File: src/rtl/mem_arb_pkg.sv
// -----------------------------------------------------------------------------
// mem_arb_pkg
// Shared definitions for the two-port memory arbiter:
//   - arb_state_t      : arbiter FSM state encoding (IDLE / ACCESS / RESP)
//   - MAS_* constants  : RAM access size codes (byte / half / word / undefined)
//   - DIR_RD / DIR_WR  : RAM direction codes (1 = read, 0 = write)
//   - is_misaligned()  : size/address alignment rule, used by the top level
//                        only when MEM_ARB_ALIGN_CHECK_EN is defined
// -----------------------------------------------------------------------------
package mem_arb_pkg;

    typedef enum logic [1:0] {
        ST_IDLE   = 2'd0,
        ST_ACCESS = 2'd1,
        ST_RESP   = 2'd2
    } arb_state_t;

    localparam logic [1:0] MAS_BYTE  = 2'b00;
    localparam logic [1:0] MAS_HALF  = 2'b01;
    localparam logic [1:0] MAS_WORD  = 2'b10;
    localparam logic [1:0] MAS_UNDEF = 2'b11;

    localparam logic DIR_RD = 1'b1;
    localparam logic DIR_WR = 1'b0;

    // True when an access of size 'mas' cannot start at byte lane 'lane'.
    // The undefined size code is always treated as misaligned.
    function automatic logic is_misaligned(input logic [1:0] mas,
                                           input logic [1:0] lane);
        logic bad;
        case (mas)
            MAS_BYTE: bad = 1'b0;
            MAS_HALF: bad = lane[0];
            MAS_WORD: bad = (lane != 2'b00);
            default:  bad = 1'b1;
        endcase
        return bad;
    endfunction

endpackage

File: src/rtl/mem_arb_rr.sv
// -----------------------------------------------------------------------------
// mem_arb_rr
// Two-way round-robin selector between the fetch port and the data port.
// Ports:
//   if_req    in  1  fetch port is requesting
//   d_req     in  1  data port is requesting
//   last_data in  1  previous grant went to the data port (0 = fetch)
//   gnt_data  out 1  1 = grant data port, 0 = grant fetch port
// Only meaningful when at least one request is asserted.
// -----------------------------------------------------------------------------
module mem_arb_rr
    import mem_arb_pkg::*;
(
    input  logic if_req,
    input  logic d_req,
    input  logic last_data,
    output logic gnt_data
);

    always_comb begin
        if (if_req && d_req) begin
            // Tie: the port that was not served last time wins.
            gnt_data = ~last_data;
        end else begin
            gnt_data = d_req;
        end
    end

endmodule

File: src/rtl/mem_arbiter.sv
// -----------------------------------------------------------------------------
// mem_arbiter
// Arbitrates an instruction-fetch port (word reads only) and a data port
// (byte/half/word reads and writes) onto a single RAM port.
//
// Parameters:
//   ADDR_W   byte-address width of both requester ports and the RAM port
//   DATA_W   width of all data buses
//   WAIT_MAX ACCESS cycles allowed before the access is faulted
//
// Ports:
//   clk, reset                 clock, asynchronous active-high reset
//   if_req, if_addr            fetch request and byte address
//   if_ack, if_rdata           fetch completion pulse and read data
//   d_req, d_rw, d_mas         data request, direction (1 = read), size
//   d_addr, d_wdata            data byte address and write data
//   d_ack, d_rdata, d_fault    data completion pulse, read data, error flag
//   ram_en, ram_rw, ram_mas    RAM enable, direction, size
//   ram_a, ram_addr, ram_din   RAM byte lane, word-aligned address, write data
//   ram_dout, ram_done         RAM read data and completion
//   dbg_state                  current FSM state (arb_state_t encoding)
//
// Handshake: a requester raises req with stable fields and holds them until
// its ack pulse. The fields are captured at the grant edge, so a req that
// drops mid-access does not cancel it. A req still high during the ack cycle
// is arbitrated again in the following IDLE cycle; every access is separated
// from the next by at least one IDLE cycle.
//
// Configuration macro: MEM_ARB_ALIGN_CHECK_EN
//   defined   : misaligned data requests (or size 11) skip the RAM and complete
//               with d_fault = 1 in the cycle after the grant.
//   undefined : no alignment check; size 11 is forwarded as word and the
//               address is forwarded unchanged.
// -----------------------------------------------------------------------------
module mem_arbiter
    import mem_arb_pkg::*;
#(
    parameter int ADDR_W   = 9,
    parameter int DATA_W   = 32,
    parameter int WAIT_MAX = 15
) (
    input  logic              clk,
    input  logic              reset,
    input  logic              if_req,
    input  logic [ADDR_W-1:0] if_addr,
    output logic              if_ack,
    output logic [DATA_W-1:0] if_rdata,
    input  logic              d_req,
    input  logic              d_rw,
    input  logic [1:0]        d_mas,
    input  logic [ADDR_W-1:0] d_addr,
    input  logic [DATA_W-1:0] d_wdata,
    output logic              d_ack,
    output logic [DATA_W-1:0] d_rdata,
    output logic              d_fault,
    output logic              ram_en,
    output logic              ram_rw,
    output logic [1:0]        ram_mas,
    output logic [1:0]        ram_a,
    output logic [ADDR_W-1:0] ram_addr,
    output logic [DATA_W-1:0] ram_din,
    input  logic [DATA_W-1:0] ram_dout,
    input  logic              ram_done,
    output logic [1:0]        dbg_state
);

    // Counter only has to reach WAIT_MAX-1 (the last ACCESS cycle index).
    localparam int CNT_W = (WAIT_MAX < 2) ? 1 : $clog2(WAIT_MAX);

    arb_state_t        state_q, state_d;
    logic              last_data_q, last_data_d;  // 0 = last grant was fetch
    logic              gnt_data_q, gnt_data_d;    // owner of current access
    logic [ADDR_W-1:0] addr_q, addr_d;
    logic [DATA_W-1:0] wdata_q, wdata_d;
    logic              rw_q, rw_d;
    logic [1:0]        mas_q, mas_d;
    logic [DATA_W-1:0] rdata_q, rdata_d;
    logic              fault_q, fault_d;
    logic [CNT_W-1:0]  cnt_q, cnt_d;

    logic any_req;
    logic rr_gnt_data;
    logic d_misalign;
    logic timeout;
    logic [1:0] d_mas_fwd;

    mem_arb_rr u_rr (
        .if_req    (if_req),
        .d_req     (d_req),
        .last_data (last_data_q),
        .gnt_data  (rr_gnt_data)
    );

    assign any_req = if_req | d_req;
    assign timeout = (cnt_q == CNT_W'(WAIT_MAX - 1));
    // The undefined size code never reaches the RAM as-is.
    assign d_mas_fwd = (d_mas == MAS_UNDEF) ? MAS_WORD : d_mas;

`ifdef MEM_ARB_ALIGN_CHECK_EN
    assign d_misalign = is_misaligned(d_mas, d_addr[1:0]);
`else
    assign d_misalign = 1'b0;
`endif

    // ---------------------------------------------------------------- state reg
    always_ff @(posedge clk or posedge reset) begin
        if (reset) begin
            state_q <= ST_IDLE;
        end else begin
            state_q <= state_d;
        end
    end

    // ------------------------------------------------------------- next state
    always_comb begin
        state_d = state_q;
        case (state_q)
            ST_IDLE: begin
                if (any_req) begin
                    // A rejected data request completes without touching RAM.
                    state_d = (rr_gnt_data && d_misalign) ? ST_RESP : ST_ACCESS;
                end
            end
            ST_ACCESS: begin
                if (ram_done || timeout) begin
                    state_d = ST_RESP;
                end
            end
            ST_RESP: state_d = ST_IDLE;
            default: state_d = ST_IDLE;
        endcase
    end

    // ------------------------------------------------------ datapath registers
    always_ff @(posedge clk or posedge reset) begin
        if (reset) begin
            last_data_q <= 1'b0;
            gnt_data_q  <= 1'b0;
            addr_q      <= '0;
            wdata_q     <= '0;
            rw_q        <= 1'b0;
            mas_q       <= 2'b00;
            rdata_q     <= '0;
            fault_q     <= 1'b0;
            cnt_q       <= '0;
        end else begin
            last_data_q <= last_data_d;
            gnt_data_q  <= gnt_data_d;
            addr_q      <= addr_d;
            wdata_q     <= wdata_d;
            rw_q        <= rw_d;
            mas_q       <= mas_d;
            rdata_q     <= rdata_d;
            fault_q     <= fault_d;
            cnt_q       <= cnt_d;
        end
    end

    always_comb begin
        last_data_d = last_data_q;
        gnt_data_d  = gnt_data_q;
        addr_d      = addr_q;
        wdata_d     = wdata_q;
        rw_d        = rw_q;
        mas_d       = mas_q;
        rdata_d     = rdata_q;
        fault_d     = fault_q;
        cnt_d       = cnt_q;

        if (state_q == ST_IDLE && any_req) begin
            // Grant edge: capture the winner's request fields.
            last_data_d = rr_gnt_data;
            gnt_data_d  = rr_gnt_data;
            rdata_d     = '0;
            cnt_d       = '0;
            if (rr_gnt_data) begin
                addr_d  = d_addr;
                wdata_d = d_wdata;
                rw_d    = d_rw;
                mas_d   = d_mas_fwd;
                fault_d = d_misalign;
            end else begin
                addr_d  = if_addr;
                wdata_d = '0;
                rw_d    = DIR_RD;
                mas_d   = MAS_WORD;
                fault_d = 1'b0;
            end
        end else if (state_q == ST_ACCESS) begin
            // ram_done wins over a timeout landing in the same cycle.
            if (ram_done) begin
                if (rw_q == DIR_RD) begin
                    rdata_d = ram_dout;
                end
            end else if (timeout) begin
                fault_d = 1'b1;
            end else begin
                cnt_d = cnt_q + CNT_W'(1);
            end
        end
    end

    // ----------------------------------------------------------------- outputs
    always_comb begin
        ram_en    = (state_q == ST_ACCESS);
        ram_rw    = rw_q;
        ram_mas   = mas_q;
        ram_a     = addr_q[1:0];
        ram_addr  = {addr_q[ADDR_W-1:2], 2'b00};
        ram_din   = wdata_q;
        if_ack    = (state_q == ST_RESP) && !gnt_data_q;
        d_ack     = (state_q == ST_RESP) &&  gnt_data_q;
        if_rdata  = if_ack ? rdata_q : '0;
        d_rdata   = d_ack  ? rdata_q : '0;
        d_fault   = d_ack  && fault_q;
        dbg_state = state_q;
    end

endmodule

File: config.mk
export PLATFORM = sky130hd
export DESIGN_NAME = mem_arbiter
export DESIGN_NICKNAME = d
export VERILOG_FILES = /design/src/rtl/mem_arb_pkg.sv /design/src/rtl/mem_arb_rr.sv /design/src/rtl/mem_arbiter.sv
export SDC_FILE = /design/constraint.sdc
export NUM_CORES = 1
export LEC_CHECK = 0
export ABC_CLOCK_PERIOD_IN_PS = 3300
export BUFFER_PORTS_ARGS = -buffer_cell sky130_fd_sc_hd__buf_2
export CAP_MARGIN = 20
export CORE_MARGIN = 2
export CORE_UTILIZATION = 35
export CTS_CLUSTER_SIZE = 25
export DETAILED_ROUTE_END_ITERATION = 8
export GPL_TIMING_DRIVEN = 1
export PLACE_DENSITY = 0.66
export SYNTH_ARGS = -nofsm -noshare
export SYNTH_HDL_FRONTEND = slang
export SYNTH_SLANG_ARGS = --single-unit
File: constraint.sdc
create_clock -name clk -period 3.3 [get_ports clk]
set_clock_uncertainty 0.15 [all_clocks]
set_input_delay 0.165 -clock clk [delete_from_list [all_inputs] [get_ports clk]]
set_output_delay 0.165 -clock clk [all_outputs]
set_load 0.1 [all_outputs]
# Word level (Yosys, flattened, before mapping)
# Index checks and enable logic that the tools add are counted.
# op_classes
addsub	1
n_eq_ne	8
muxes	23
n_bitwise	2
reduce_logical	16
# op_table
op	n
$mux 32	7
$mux 4	4
$mux 9	1
$reduce_and 3->1	3
$mux 2	4
$reduce_bool 2->1	4
$mux 1	6
$ne 2x1->1 const B	3
$logic_and 1x1->1	5
$add 4x1->4 const B	1
$eq 2x2->1 const B	2
$eq 4x4->1 const B	1
$pmux 2 s2	1
$eq 2x1->1 const B	1
$logic_not 2->1	1
$ne 2x2->1 const B	1
$reduce_and 2->1	1
$logic_not 1->1	1
$logic_or 1x1->1	1
$not 1->1	1
$or 1x1->1	1
# word_totals
ff_bits	84
inputBits	90
out_inout_bits	116
word_cells	59

# Depth between registers and ports, before layout
# logic_depth
word_depth	5
ltp_mapped	6
depth_no_buf	5

# Modules after synthesis
# A second synthesis with hierarchy kept.
# hier_totals
hier_cells	386
area_unflattened_um2	4037.6
# modules_own_cells
module	n_inst	cells_each	area_each_um2	seq_area_each_um2
mem_arbiter	1	385	4026.4	2102.0
mem_arb_rr	1	1	11.3	0.0

# Worst setup path before layout
# OpenSTA, ideal clock, no wires.
# synth_timing
kind	reg2out
start	register state_q[1] (netlist: dbg_state[1])
end	output if_rdata[22]
arrival_ns	3.255
required_time_ns	2.985
slack_ns	-0.270
path_stages_with_launch	4
path_buffers	1
path_cell_list	dfrtp_1 nor3b_2 clkbuf_1 and2_1
# synth_between
elab_chain_len	3
# synth_rtl
element	line_no	rtl
from (decl)	mem_arbiter.sv:70	arb_state_t state_q, state_d;
from (signal assigned)	mem_arbiter.sv:110	state_q <= state_d;
$eq 2x2->1	mem_arbiter.sv:211	if_ack = (state_q == ST_RESP) && !gnt_data_q;
$logic_and 1x1->1	mem_arbiter.sv:211	
via if_ack	mem_arbiter.sv:46	output logic if_ack,
$mux 32	mem_arbiter.sv:213	if_rdata = if_ack ? rdata_q : '0;
to (decl)	mem_arbiter.sv:47	output logic [DATA_W-1:0] if_rdata,
# The timed path passes the listed nets, and every way through them passes these cells.

# Worst setup path in the final report
# layout_timing
start	register state_q[0] (netlist: dbg_state[0])
end	output d_rdata[15]
# layout_between
elab_chain_len	3
# layout_rtl
element	line_no	rtl
$eq 2x2->1	mem_arbiter.sv:212	d_ack = (state_q == ST_RESP) && gnt_data_q;
$logic_and 1x1->1	mem_arbiter.sv:212	
$mux 32	mem_arbiter.sv:214	d_rdata = d_ack ? rdata_q : '0;
to (decl)	mem_arbiter.sv:54	output logic [DATA_W-1:0] d_rdata,
# No other way between the ends.

==> results.md <==
- Average wire per standard cell: between 15 and 20 um
- Main synth FF type: sky130_fd_sc_hd__dfrtp_1
- Number of DRC markers after the initial detailed-route iteration: about 200
- Starting density of the core: 0.359
- Number of failing setup endpoints in the final timing report: 0
- Vias per Instance: 4.82
- Sum of negative setup slack: 0 ps
- CTS Root Buffer Type: sky130_fd_sc_hd__clkbuf_8
- Worst Setup Path Type: reg -> out
- First-pass DRT Iterations: 4
- Number of synthesized register bits: 84
- Post-layout total power: between 6 and 7 mW
- Setup crit end: d_rdata[15]
- Number of remaining DRC errors: 0
- Vertical extent of the die: 107 um
- Cell Area, Synth: approximately 3700 sq um
- Global placement routability congestion: 0.765
- Post-DP HPWL: 6750 um
- Share of cells above drive strength 1: 0.387
- Number of placement rows: 37
- DP Area: roughly 4800 sq um
- Number of cells produced by synthesis: 310
- Clk pin slew, worst setup/hold paths: 80 ps
- Number of hold buffers added after cts: 84
- Full die area: 11,400 sq um
- Required time worst endpoint: 2980 ps
- Worst Setup End Kind: output port
- Post-synth EDFFs: 0
- Final-report max-slew violation count: 0
- Total via count after detailed routing: approximately 3,500
- Number of global-route vias before repair: 3,688
- TritonCTS clock tree: yes
- Area of the core region: 10,300 sq um
- Setup slack of the most critical reg-to-reg path: approximately 1200 ps
- Fin crit share: 0.803
- Num ports: 206
- Achievable frequency: 378 MHz
- Most used standard cells in the synthesized netlist: 84 x sky130_fd_sc_hd__dfrtp_1, 67 x sky130_fd_sc_hd__and2_1, 64 x sky130_fd_sc_hd__a22o_1, 21 x sky130_fd_sc_hd__a21oi_1, 13 x sky130_fd_sc_hd__clkbuf_1
- Headroom to the max-slew limit: 0.388
- Total GRT Usage: 0.195
- Sum of overflow across all layers after global routing: 0
- Final cell utilization of the core: 0.566
- Maximum clock insertion buffer count: 2
- Number of sinks driven by the clock tree: 84
- Unrepaired setup endpoints after global routing: false
- Clock Latency Late Sink: 330 ps
- Setup repair bufs after CTS: 0
- R2R Path Start: dbg_state[1]$_DFFE_PP0P_
- Crit Reg-Reg Endpoint: addr_q[3]$_DFFE_PP0P_
- WHS: just under 20 ps
- Endpoints failing hold: 0
- Post-CTS resize count: 0
- Count of nets after finishing: 681
- Number of clock buffers inserted by TritonCTS: 9
- Outcome: complete, no violations
- Power per cell area: 1050 nW/um^2
- Min Tclk post-route: 2650 ps
- Top-area cell type share of the netlist area: 0.570
- Per-instance average area after synthesis: 11.9 sq um
- H-Tree Level Count: 3
- CP max FO: 34
- Total Routed Length: 11,100 um
- WP data arrival: 2330 ps
- Area Overhead vs Synth: 57.5%
- Horizontal die dimension: 107 um
- Port buffer count: 203
- Worst hold path cell count: 3
- Antenna violations before repair: 0
- Leakage: between 3 and 4 nW
- Delay of the slowest critical-path stage: between 800 and 900 ps
- Number of distinct library cells after synthesis: 34
- Share of flip-flops with an asynchronous set or reset after synthesis: 1.00
- Type of the most critical hold path: in -> reg
- First-pass GRT wire length: about 18,000 um
- Startpoint Class: flop
- Startpoint of the most critical setup path: dbg_state[0]$_DFFE_PP0P_
- Pin slew with the least headroom to its limit: approximately 920 ps
- Most area-hungry cell type in the Yosys netlist: sky130_fd_sc_hd__dfrtp_1
- Slowest stage cell, crit path: sky130_fd_sc_hd__and3b_1
- Layout Cell Area excl Fill: 5810 sq um
- Depth of the worst register-to-register path: 3
- Count of nets left with antenna violations after detail routing: 0
- Main area contributors after synthesis: sky130_fd_sc_hd__dfrtp_1 57%, sky130_fd_sc_hd__a22o_1 15%, sky130_fd_sc_hd__and2_1 11%
- Cells along the critical path: and3b_1 > and2_1 > buf_2
- Most common cell in the synthesized netlist: sky130_fd_sc_hd__dfrtp_1
- Worst voltage drop across the vdd grid: 0.000558 V
- Portion of the post-synthesis area used by sequential elements: 0.570
- Number of warnings reported in the yosys synthesis log: 0
- Largest net degree at the start of global routing: 56
- Max-cap violations: 0
- Diode count: 0
registers in the layout, summed over array words and instances, names as in the netlist, 2 cells and up:
register,cells
addr_q,9
cnt_q,4
dbg_state,2
ram_din,32
ram_mas,2
rdata_q,32
placed cells by master, fill, tap and decap left out, drive strengths merged, types with 2 or more instances in the layout:
master	n
nor3b	2
nand3	2
ha	2
nand2	3
nor2	2
a2bb2oi	2
buf	211
and2	67
a22o	64
a21oi	22
clkinv	4
dlygate4sd3	84
mux2i	9
dfrtp	84
inv	5
a41oi	2
conb	2
clkbuf	11
per-layer routing:
layer / global-route usage / part of all wire / vias up / routed length, um
met5: 0 / 0 / - / 0
met2: 0.342 / 0.50 / 149 / 5560
met4: 0.0770 / 0.021 / 0 / 229
met3: 0.0480 / 0.066 / 20 / 735
met1: 0.228 / 0.41 / 1685 / 4530
li1: - / - / 1666 / -
power by group:
| group | internal, mW | switching (mW) |
|---|---|---|
| clock network | 0.347 | 0.341 |
| registers | 1.47 | 0.311 |
| logic | 0.756 | 2.88 |
critical path: cells and delay by family, from the launching register on:
family	cells	cell delay (ps)
simple gates	2	1100
flops	1	450
buf+inv	1	430
worst min-delay path by stage:
stage          slack, ps      start                       to
6_report              20  d_addr[3]    addr_q[3]$_DFFE_PP0P_
5_1_grt               10  d_addr[3]    addr_q[3]$_DFFE_PP0P_
4_1_cts                4  d_addr[3]    addr_q[3]$_DFFE_PP0P_
3_5_place_dp        -140      reset  rdata_q[23]$_DFFE_PP0P_
3_3_place_gp        -130      reset  rdata_q[23]$_DFFE_PP0P_
2_1_floorplan        140       d_rw       ram_rw$_DFFE_PP0P_
cell families (layout without fill, tap and decap cells):
group	count (synthesis)	in the layout	synth area share
muxes	10	10	0.0275
and+or+nand+nor	83	83	0.142
buffers and inverters	34	317	0.0475
DFF	84	84	0.570
AOI/OAI and AO/OA	96	96	0.205
adders and majority gates	2	2	0.00678
other	1	2	0.00102
area by class of cell:
| type | count | area, sq um |
|---|---|---|
| Fill cell | 881 | 4460 |
| Clock inverter | 5 | 52.6 |
| Timing Repair Buffer | 295 | 1920 |
| Sequential cell | 84 | 2100 |
| Tap cell | 136 | 170 |
| Inverter | 6 | 23.8 |
| Multi-Input combinational cell | 193 | 1420 |
| Clock buffer | 11 | 131 |
stage by stage:
stage	cells	worst slack (ps)
floorplan	311	205
global placement	630	1080
detailed placement	630	1000
CTS	730	613
global route	730	465
finish	730	651
(Power assumes the default switching activity.)
